==> src/rtl/calc1_pkg.sv <==
// calc1_pkg: shared encodings for the four-port calculator.
// Command and response codes, plus the per-port FSM state type.
package calc1_pkg;

    localparam int DATA_W = 32;
    localparam int CMD_W  = 4;
    localparam int RESP_W = 2;

    localparam logic [CMD_W-1:0] CMD_NOP = 4'd0;
    localparam logic [CMD_W-1:0] CMD_ADD = 4'd1;
    localparam logic [CMD_W-1:0] CMD_SUB = 4'd2;
    localparam logic [CMD_W-1:0] CMD_SHL = 4'd5;
    localparam logic [CMD_W-1:0] CMD_SHR = 4'd6;

    localparam logic [RESP_W-1:0] RESP_NONE = 2'd0;
    localparam logic [RESP_W-1:0] RESP_OK   = 2'd1;
    localparam logic [RESP_W-1:0] RESP_ERR  = 2'd2;

    typedef enum logic [1:0] {
        ST_IDLE = 2'd0,
        ST_OP2  = 2'd1,
        ST_RESP = 2'd2
    } state_e;

endpackage

==> src/rtl/calc1_port.sv <==
// calc1_port: one independent request/response channel (FSM + ALU).
// Optional feature macro: CALC1_RESP_HOLD_EN -- when defined, the last
// resp/data is held until the next command is accepted; otherwise the
// response is a one-cycle pulse.
//
// state   | meaning
// --------+-------------------------------------------------------------
// ST_IDLE | waiting for a nonzero command; latches cmd + operand1
// ST_OP2  | latches operand2, computes result into the output registers
// ST_RESP | response valid this cycle; a new command may be accepted
module calc1_port
    import calc1_pkg::*;
(
    input  logic               i_clk,
    input  logic               i_rst,
    input  logic [CMD_W-1:0]   i_cmd,
    input  logic [DATA_W-1:0]  i_data,
    output logic [RESP_W-1:0]  o_resp,
    output logic [DATA_W-1:0]  o_data
);

    state_e              r_state;
    logic [CMD_W-1:0]    r_cmd;
    logic [DATA_W-1:0]   r_op1;

    logic [DATA_W:0]     w_sum;
    logic [4:0]          w_shamt;
    logic [RESP_W-1:0]   w_resp;
    logic [DATA_W-1:0]   w_data;

    // ALU: latched cmd/op1 combined with op2 arriving on i_data in ST_OP2
    always_comb begin
        w_sum   = {1'b0, r_op1} + {1'b0, i_data};
        w_shamt = i_data[4:0];
        w_resp  = RESP_ERR;
        w_data  = '0;
        case (r_cmd)
            CMD_ADD: begin
                if (!w_sum[DATA_W]) begin
                    w_resp = RESP_OK;
                    w_data = w_sum[DATA_W-1:0];
                end
            end
            CMD_SUB: begin
                if (i_data <= r_op1) begin
                    w_resp = RESP_OK;
                    w_data = r_op1 - i_data;
                end
            end
            CMD_SHL: begin
                w_resp = RESP_OK;
                w_data = r_op1 << w_shamt;
            end
            CMD_SHR: begin
                w_resp = RESP_OK;
                w_data = r_op1 >> w_shamt;
            end
            default: begin
                w_resp = RESP_ERR;
                w_data = '0;
            end
        endcase
    end

    // Request sequencing with registered response outputs
    always_ff @(posedge i_clk or posedge i_rst) begin
        if (i_rst) begin
            r_state <= ST_IDLE;
            r_cmd   <= CMD_NOP;
            r_op1   <= '0;
            o_resp  <= RESP_NONE;
            o_data  <= '0;
        end else begin
            case (r_state)
                ST_IDLE, ST_RESP: begin
                    if (i_cmd != CMD_NOP) begin
                        r_cmd   <= i_cmd;
                        r_op1   <= i_data;
                        r_state <= ST_OP2;
                        o_resp  <= RESP_NONE;
                        o_data  <= '0;
                    end else begin
                        r_state <= ST_IDLE;
`ifndef CALC1_RESP_HOLD_EN
                        o_resp  <= RESP_NONE;
                        o_data  <= '0;
`endif
                    end
                end
                ST_OP2: begin
                    o_resp  <= w_resp;
                    o_data  <= w_data;
                    r_state <= ST_RESP;
                end
                default: begin
                    r_state <= ST_IDLE;
                    o_resp  <= RESP_NONE;
                    o_data  <= '0;
                end
            endcase
        end
    end

endmodule

==> src/rtl/calc1.sv <==
// calc1: four-port, two-operand 32-bit calculator (wiring only).
// Each port is an independent calc1_port; only reset[1] is used.
// Optional feature macro: CALC1_RESP_HOLD_EN (handled in calc1_port).
module calc1
    import calc1_pkg::*;
(
    output logic [0:31] out_data1,
    output logic [0:31] out_data2,
    output logic [0:31] out_data3,
    output logic [0:31] out_data4,
    output logic [0:1]  out_resp1,
    output logic [0:1]  out_resp2,
    output logic [0:1]  out_resp3,
    output logic [0:1]  out_resp4,
    input  logic        c_clk,
    input  logic [0:3]  req1_cmd_in,
    input  logic [0:31] req1_data_in,
    input  logic [0:3]  req2_cmd_in,
    input  logic [0:31] req2_data_in,
    input  logic [0:3]  req3_cmd_in,
    input  logic [0:31] req3_data_in,
    input  logic [0:3]  req4_cmd_in,
    input  logic [0:31] req4_data_in,
    input  logic [1:7]  reset
);

    logic w_rst;

    assign w_rst = reset[1];

    calc1_port u_port1 (
        .i_clk  (c_clk),
        .i_rst  (w_rst),
        .i_cmd  (req1_cmd_in),
        .i_data (req1_data_in),
        .o_resp (out_resp1),
        .o_data (out_data1)
    );

    calc1_port u_port2 (
        .i_clk  (c_clk),
        .i_rst  (w_rst),
        .i_cmd  (req2_cmd_in),
        .i_data (req2_data_in),
        .o_resp (out_resp2),
        .o_data (out_data2)
    );

    calc1_port u_port3 (
        .i_clk  (c_clk),
        .i_rst  (w_rst),
        .i_cmd  (req3_cmd_in),
        .i_data (req3_data_in),
        .o_resp (out_resp3),
        .o_data (out_data3)
    );

    calc1_port u_port4 (
        .i_clk  (c_clk),
        .i_rst  (w_rst),
        .i_cmd  (req4_cmd_in),
        .i_data (req4_data_in),
        .o_resp (out_resp4),
        .o_data (out_data4)
    );

endmodule

==> config.mk <==
export PLATFORM = sky130hd
export DESIGN_NAME = calc1
export DESIGN_NICKNAME = d
export VERILOG_FILES = /design/src/rtl/calc1_pkg.sv /design/src/rtl/calc1_port.sv /design/src/rtl/calc1.sv
export SDC_FILE = /design/constraint.sdc
export NUM_CORES = 2
export LEC_CHECK = 0
export BUFFER_PORTS_ARGS = -buffer_cell sky130_fd_sc_hd__buf_2
export CELL_PAD_IN_SITES_DETAIL_PLACEMENT = 2
export CELL_PAD_IN_SITES_GLOBAL_PLACEMENT = 2
export CORE_AREA = 3 3 333 335
export CTS_BUF_LIST = sky130_fd_sc_hd__clkbuf_4 sky130_fd_sc_hd__clkbuf_8 sky130_fd_sc_hd__clkbuf_16
export DETAILED_ROUTE_END_ITERATION = 8
export DIE_AREA = 0 0 336 338
export MAX_ROUTING_LAYER = met4
export PLACE_DENSITY = 0.9
export SYNTH_ARGS = -nofsm -noshare
export SYNTH_HDL_FRONTEND = slang
export SYNTH_SLANG_ARGS = --single-unit
==> constraint.sdc <==
create_clock -name c_clk -period 18.3 [get_ports c_clk]
set_input_delay 0.915 -clock c_clk [delete_from_list [all_inputs] [get_ports c_clk]]
set_output_delay 0.915 -clock c_clk [all_outputs]
set_load 0.005 [all_outputs]
# Yosys cells after proc, flatten, opt, wreduce, memory -nomap -nowiden
# Cells that the tools add are included.
# totals
inputBits	152
mem_bits_rw	0
out_inout_bits	136
latch_bits	0
romBits	0
regBits	288
word_cells	124
n_memories	0
# classes
mul	0
n_bitwise	0
shifts	8
n_addsub	8
n_reduce_logical	20
div	0
n_eq_ne	24
muxes	40
magnitude_cmp	4
# op_table
cell	count
case mux 32 bit (4 select lines)	4
two-way mux 32 bit	12
adder 32 x 32 -> 33 bit	4
<= comparator 32 bit	4
<< shifter 32 x 5 -> 32 bit	4
>> shifter 32 x 5 -> 32 bit	4
subtractor 32 bit	4
== test 4 x 3 -> 1 bit (second input constant)	8
two-way mux 2 bit	12
case mux 2 bit (3 select lines)	4
== test 4 x 1 -> 1 bit (second input constant)	4
== test 4 x 2 -> 1 bit (second input constant)	4
case mux 2 bit (2 select lines)	4
nonzero test 4 bit	4
OR reduction 2 bit	8
== test 2 x 1 -> 1 bit (second input constant)	4
== test 2 bit (second input constant)	4
zero test 2 bit	4
AND reduction 2 bit	4
two-way mux 1 bit	4

# Depth between registers and ports, before layout
# logic_depth
depth_word	4
depth_mapped	18
depth_no_buf	13

# Cells and area by module
# A second synthesis with hierarchy kept.
# unflattened
hier_cells	4829
area_unflattened_um2	37995.2
# modules_own_cells
module	cells_per_inst	seq_area_each_um2	area_each_um2	n_inst
calc1_port at u_port2 ...	1198	1801.7	9517.9	3
calc1_port at u_port1	1235	1801.7	9441.6	1

# Least setup slack after synthesis
# Ideal clock, no wire load.
# synth_timing
path_kind	input to register
startpoint	input port req4_data_in[29] in the netlist's numbering
endpoint	register u_port4.o_data[11]
setup_ns	0.136
setup_slack_ns	13.366
path_stages	18
arrival_ns	4.798
cell_sequence	clkbuf_1 -> clkinv_1 -> buf_1 -> clkbuf_1 -> clkbuf_1 -> ha_1 -> nor2_1 -> o21ai_1 -> a31oi_2 -> nor3b_2 -> o31ai_1 -> o31a_1 -> buf_2 -> o311a_4 -> buf_6 -> a221oi_1 -> o21bai_1 -> a21oi_1
# synth_via
elab_chain_len	4
elab_cells_between_ends	9
# synth_lines
item	line	text
start, declared	calc1.sv:23	input logic [0:31] req4_data_in,
subtractor 32 bit (tied with other cells)	calc1_port.sv:47	w_data = r_op1 - i_data;
two-way mux 32 bit, on equally long branches	calc1_port.sv:45, calc1_port.sv:39	
case mux 32 bit (4 select lines) (*)	calc1_port.sv:37	case (r_cmd)
two-way mux 32 bit (*)	-	
end signal, assigned	calc1_port.sv:92	o_data <= w_data;
end, declared	calc1_port.sv:19	output logic [DATA_W-1:0] o_data
# Every way passes the cells marked *; elsewhere a longest branch is shown, timed or not.
# A chain may end at the register's enable or synchronous reset.

# Final worst setup path
# layout_timing
startpoint	input port req1_data_in[28] in the netlist's numbering
endpoint	register u_port1.o_data[28]
# layout_via
elab_chain_len	4
elab_cells_between_ends	9
# layout_lines
item	line	text
start, declared	calc1.sv:17	input logic [0:31] req1_data_in,
subtractor 32 bit (tied with other cells)	calc1_port.sv:47	
two-way mux 32 bit, on equally long branches	calc1_port.sv:45, calc1_port.sv:39	
case mux 32 bit (4 select lines) (*)	calc1_port.sv:37	
two-way mux 32 bit (*)	-	
end signal, assigned	calc1_port.sv:92	
end, declared	calc1_port.sv:19	
# Marks and branches as above.

==> impl_results.md <==
- Run status: finished, final reports clean
- Crit path DAT: 6640 ps
- Worst vdd ir: 78.3 µV
- Min setup slack post-route: 12120 ps
- 1st-iter DRT viols: 3662
- Sequential-to-total area share from yosys stat: 0.191
- Crit path max fanout: 66
- Maximum level of the CTS H-tree: 2
- Total die area: 114000 µm²
- WL final: 183000 µm
- Post-cts gate resize count: 0
- Total GRT Usage: 0.321
- Final clock skew: 26.9 ps
- Post-layout minimum cycle time: 6180 ps
- Fin. max-slew vios: 0
- Setup Viol. Count Final: 0
- WP data required: 18750 ps
- Post-CTS setup buffer count: 0
- Instance count of the mapped netlist: 4929
- Post-layout net count: 5383
- Std-Cell Rows: 121
- Sum of negative setup slack: 0 ps
- Max_cap viols: 0
- Worst hold path type: in -> async
- Headroom to the max-slew limit: 0.234
- Num ports: 288
- Number of logic stages on the critical path including buffering: 14
- Register bit total from synthesis: 288
- Critical-path cell with the highest stage delay: a21o_1
- Clock tree from TritonCTS: built
- Switching power: 2.48 mW
- Top cells by area in the synthesized netlist: dfrtp_1, ha_1, a21oi_1
- Leak Pwr: 17.9 nW
- Proportion of total power due to net switching: 0.508
- Sequential Power Share: 0.217
- Maximum frequency from static timing analysis: 0.162 GHz
- Area of the multi-input gates: 28200 µm²
- Number of hold-slack violations in the final timing report: 0
- Die boundary width: 336 µm
- Synth async-reset ratio: 1.00
- Worst path max stage delay: 850 ps
- Clk network pwr share: 0.195
- Post-Synthesis Mean Instance Area: 7.66 µm²
- TritonRoute pass-1 iters: 7
- Combined flip-flop and latch cell area: 7210 µm²
- Root cell of the clock tree: clkbuf_16
- Ratio of final minimum period to clock period: 0.338
- Chain of cells forming the critical path: buf_2, buf_4, inv_2, ha_1, nor3_1, o31ai_1, a21oi_1, o311ai_2, a21oi_1, a211oi_2, a21o_1, nand2_1, o221a_2, o22ai_1
- Count of flip-flops with a built-in enable after synthesis: 0
- Type of element capturing the critical path: register
- Global-route wire length before repair: 278000 µm
- Buffer and inverter count on the worst path: 3
- Proportion of layout cells with a drive suffix above 1: 0.154
- GRT Residual Overflow: 0
- Detailed-route via count: 42067
- Setup repair after global routing missed its margin: no
- Mean number of vias per cell: 6.56
- Distinct cell type count after synthesis: 103
- Post-synthesis instance area: 37700 µm²
- Length in cells of the worst reg-to-reg path: 11
- Inserted Clock Buffers: 42
- Post-DR wirelength/cell: 28.6 µm
- Die Y: 338 µm
- P per Cell Area: 117 nW/µm²
- Most frequently used flop master after synthesis: dfrtp_1
- Routability-driven placement congestion ratio: 0.988
- Initial antenna violation count: 11
- Yosys warning total: 0
- Worst hold-check slack: 336 ps
- Filler cells: 12550
- Worst Max-Slew Pin Slew: 1140 ps
- Area of the core: 108000 µm²
- Startpoint kind of the worst setup timing path: input port
- Total nets after synthesis: 5349
- DRC errors left: 0
- Area share of the leading cell type in the synthesized netlist: 0.191
- Starting density of the core: 0.348
- Sink Count: 288
- Cell Int Power: 2.39 mW
- Bufs on Longest Clock Path: 3
- Antenna Violating Nets Remaining: 0
- Dominant cell type by area after synthesis: dfrtp_1
- Vias in the first global route: 44263
- Most repeated library cell on the critical path: a21oi_1
- Hold-fix buffer count after cts: 0
- Latest clock arrival within the worst-skew pair: 630 ps
- Cell class contributing the biggest share of worst-path delay: compound AO/OA/AOI/OAI gates
- Pre-CTS setup slack: 12070 ps
- Clock slew at the register clock pins of the worst setup and hold paths: 60 ps
- Dpl hpwl: 136000 µm
- Share of total power in combinational logic: 0.588
- Kind of critical path: in -> reg
- PortBufs: 281
- Relative area change from synthesis to final layout: 10.3%
- Largest net degree at the start of global routing: 92
## Yosys cell counts (all sizes together) (27+ instances only)
cell type and count:
a211oi 68, a21o 76, a21oi 493, a221oi 47, a22oi 30, a31oi 84, and2 33, buf 110
clkbuf 236, dfrtp 288, ha 260, inv 281, mux2 180, mux2i 209, mux4 87, nand2 361
nand2b 87, nand3 74, nand4 27, nor2 544, nor2b 44, nor3 106, nor4 47, o211ai 73
o21a 31, o21ai 375, o21bai 61, o22ai 101, o31ai 48, or2 27, or3 27, xnor2 87
## worst reg2reg max path, cell delays in order, from the launching register on
cell      delay [ps]
dfrtp_1          520
ha_1             520
nor3_1           140
o31ai_1          390
a21oi_1          190
o311ai_2         440
a21oi_1          260
a211oi_2         540
a21o_1           850
nand2_1          300
o221a_2          370
o22ai_1          530
## cell usage in the layout, fill, tap and decap left out, types with 102 or more instances in the layout
| cell | count |
|---|---|
| a21oi_1 | 489 |
| buf_2 | 277 |
| dfrtp_1 | 288 |
| ha_1 | 260 |
| inv_1 | 271 |
| mux2_2 | 180 |
| mux2i_1 | 209 |
| nand2_1 | 361 |
| nor2_1 | 539 |
| nor3_1 | 102 |
| o21ai_0 | 361 |
## sequential cells by signal, indices dropped and copies added, names as in the netlist
signal and flops:
u_port2.r_op1 32, u_port3.r_state 2, u_port1.r_state 2, u_port1.o_data 32, u_port3.r_op1 32, u_port2.r_cmd 4
u_port2.o_resp 2, u_port3.o_resp 2, u_port4.r_op1 32, u_port4.o_resp 2, u_port1.r_op1 32, u_port4.o_data 32
u_port4.r_state 2, u_port2.r_state 2, u_port3.r_cmd 4, u_port1.o_resp 2, u_port4.r_cmd 4, u_port3.o_data 32
u_port1.r_cmd 4, u_port2.o_data 32
## area by class of cell
class | count | share of cell area
Antenna cell | 8 | 0.000481
Clock buffer | 62 | 0.0318
Clock inverter | 12 | 0.00595
Inverter | 288 | 0.0261
Multi-Input combinational cell | 4007 | 0.676
Sequential cell | 288 | 0.173
Tap cell | 1414 | 0.0425
Timing Repair Buffer | 336 | 0.0439
## final timing paths
| kind | end | start | slack [ps] |
|---|---|---|---|
| max in group asynchronous | u_port1.o_data[10]$_DFF_PP0_ | reset[1] | 15420 |
| setup reg to reg | u_port1.o_data[28]$_DFF_PP0_ | u_port1.r_op1[2]$_DFFE_PP0P_ | 13100 |
| hold / removal | u_port3.r_op1[1]$_DFFE_PP0P_ | reset[1] | 340 |
| min in group c_clk | u_port1.r_cmd[1]$_DFFE_PP0P_ | req1_cmd_in[2] | 550 |
| hold reg to reg | u_port4.r_cmd[0]$_DFFE_PP0P_ | u_port4.r_cmd[0]$_DFFE_PP0P_ | 570 |
| setup / recovery | u_port1.o_data[28]$_DFF_PP0_ | req1_data_in[28] | 12120 |
## logic make-up (layout without fill, tap and decap cells)
logic type | count (synthesis) | after routing | share of synthesized area
flops | 288 | 288 | 0.191
buf+inv | 634 | 698 | 0.0649
fa+ha+maj | 268 | 268 | 0.0904
other cells | 0 | 8 | 0
compound gates | 1717 | 1717 | 0.293
simple gates | 1440 | 1440 | 0.175
xor+xnor | 106 | 106 | 0.0246
mux | 476 | 476 | 0.161
## layer usage
layer / share of wire / up-vias / wire length [µm] / global-route usage
met5: 0 / - / 0 / -
met4: 0.050 / 0 / 9210 / 0.146
met3: 0.064 / 518 / 11800 / 0.0424
met2: 0.48 / 1806 / 87200 / 0.527
met1: 0.41 / 21488 / 75300 / 0.392
li1: - / 18255 / - / -
## metrics by stage
stage	cell area, µm²	cells	utilization	power (mW)
after floorplan	37700	4929	-	2.82
after global placement	40100	6333	0.370	3.63
after detailed placement	40100	6333	0.370	3.79
after CTS	41600	6407	0.384	4.80
after global routing	41600	6414	0.384	5.13
final	41600	6415	0.384	4.87
## power by group through the flow
stage	combinational [mW]	clock [mW]	sequential [mW]
floorplan	1.91	0	0.913
global placement	2.61	0	1.02
detailed placement	2.75	0	1.05
CTS	2.79	0.972	1.04
global route	3.08	0.993	1.06
finish	2.86	0.949	1.06
No activity file was read; power rests on OpenSTA's default activity.
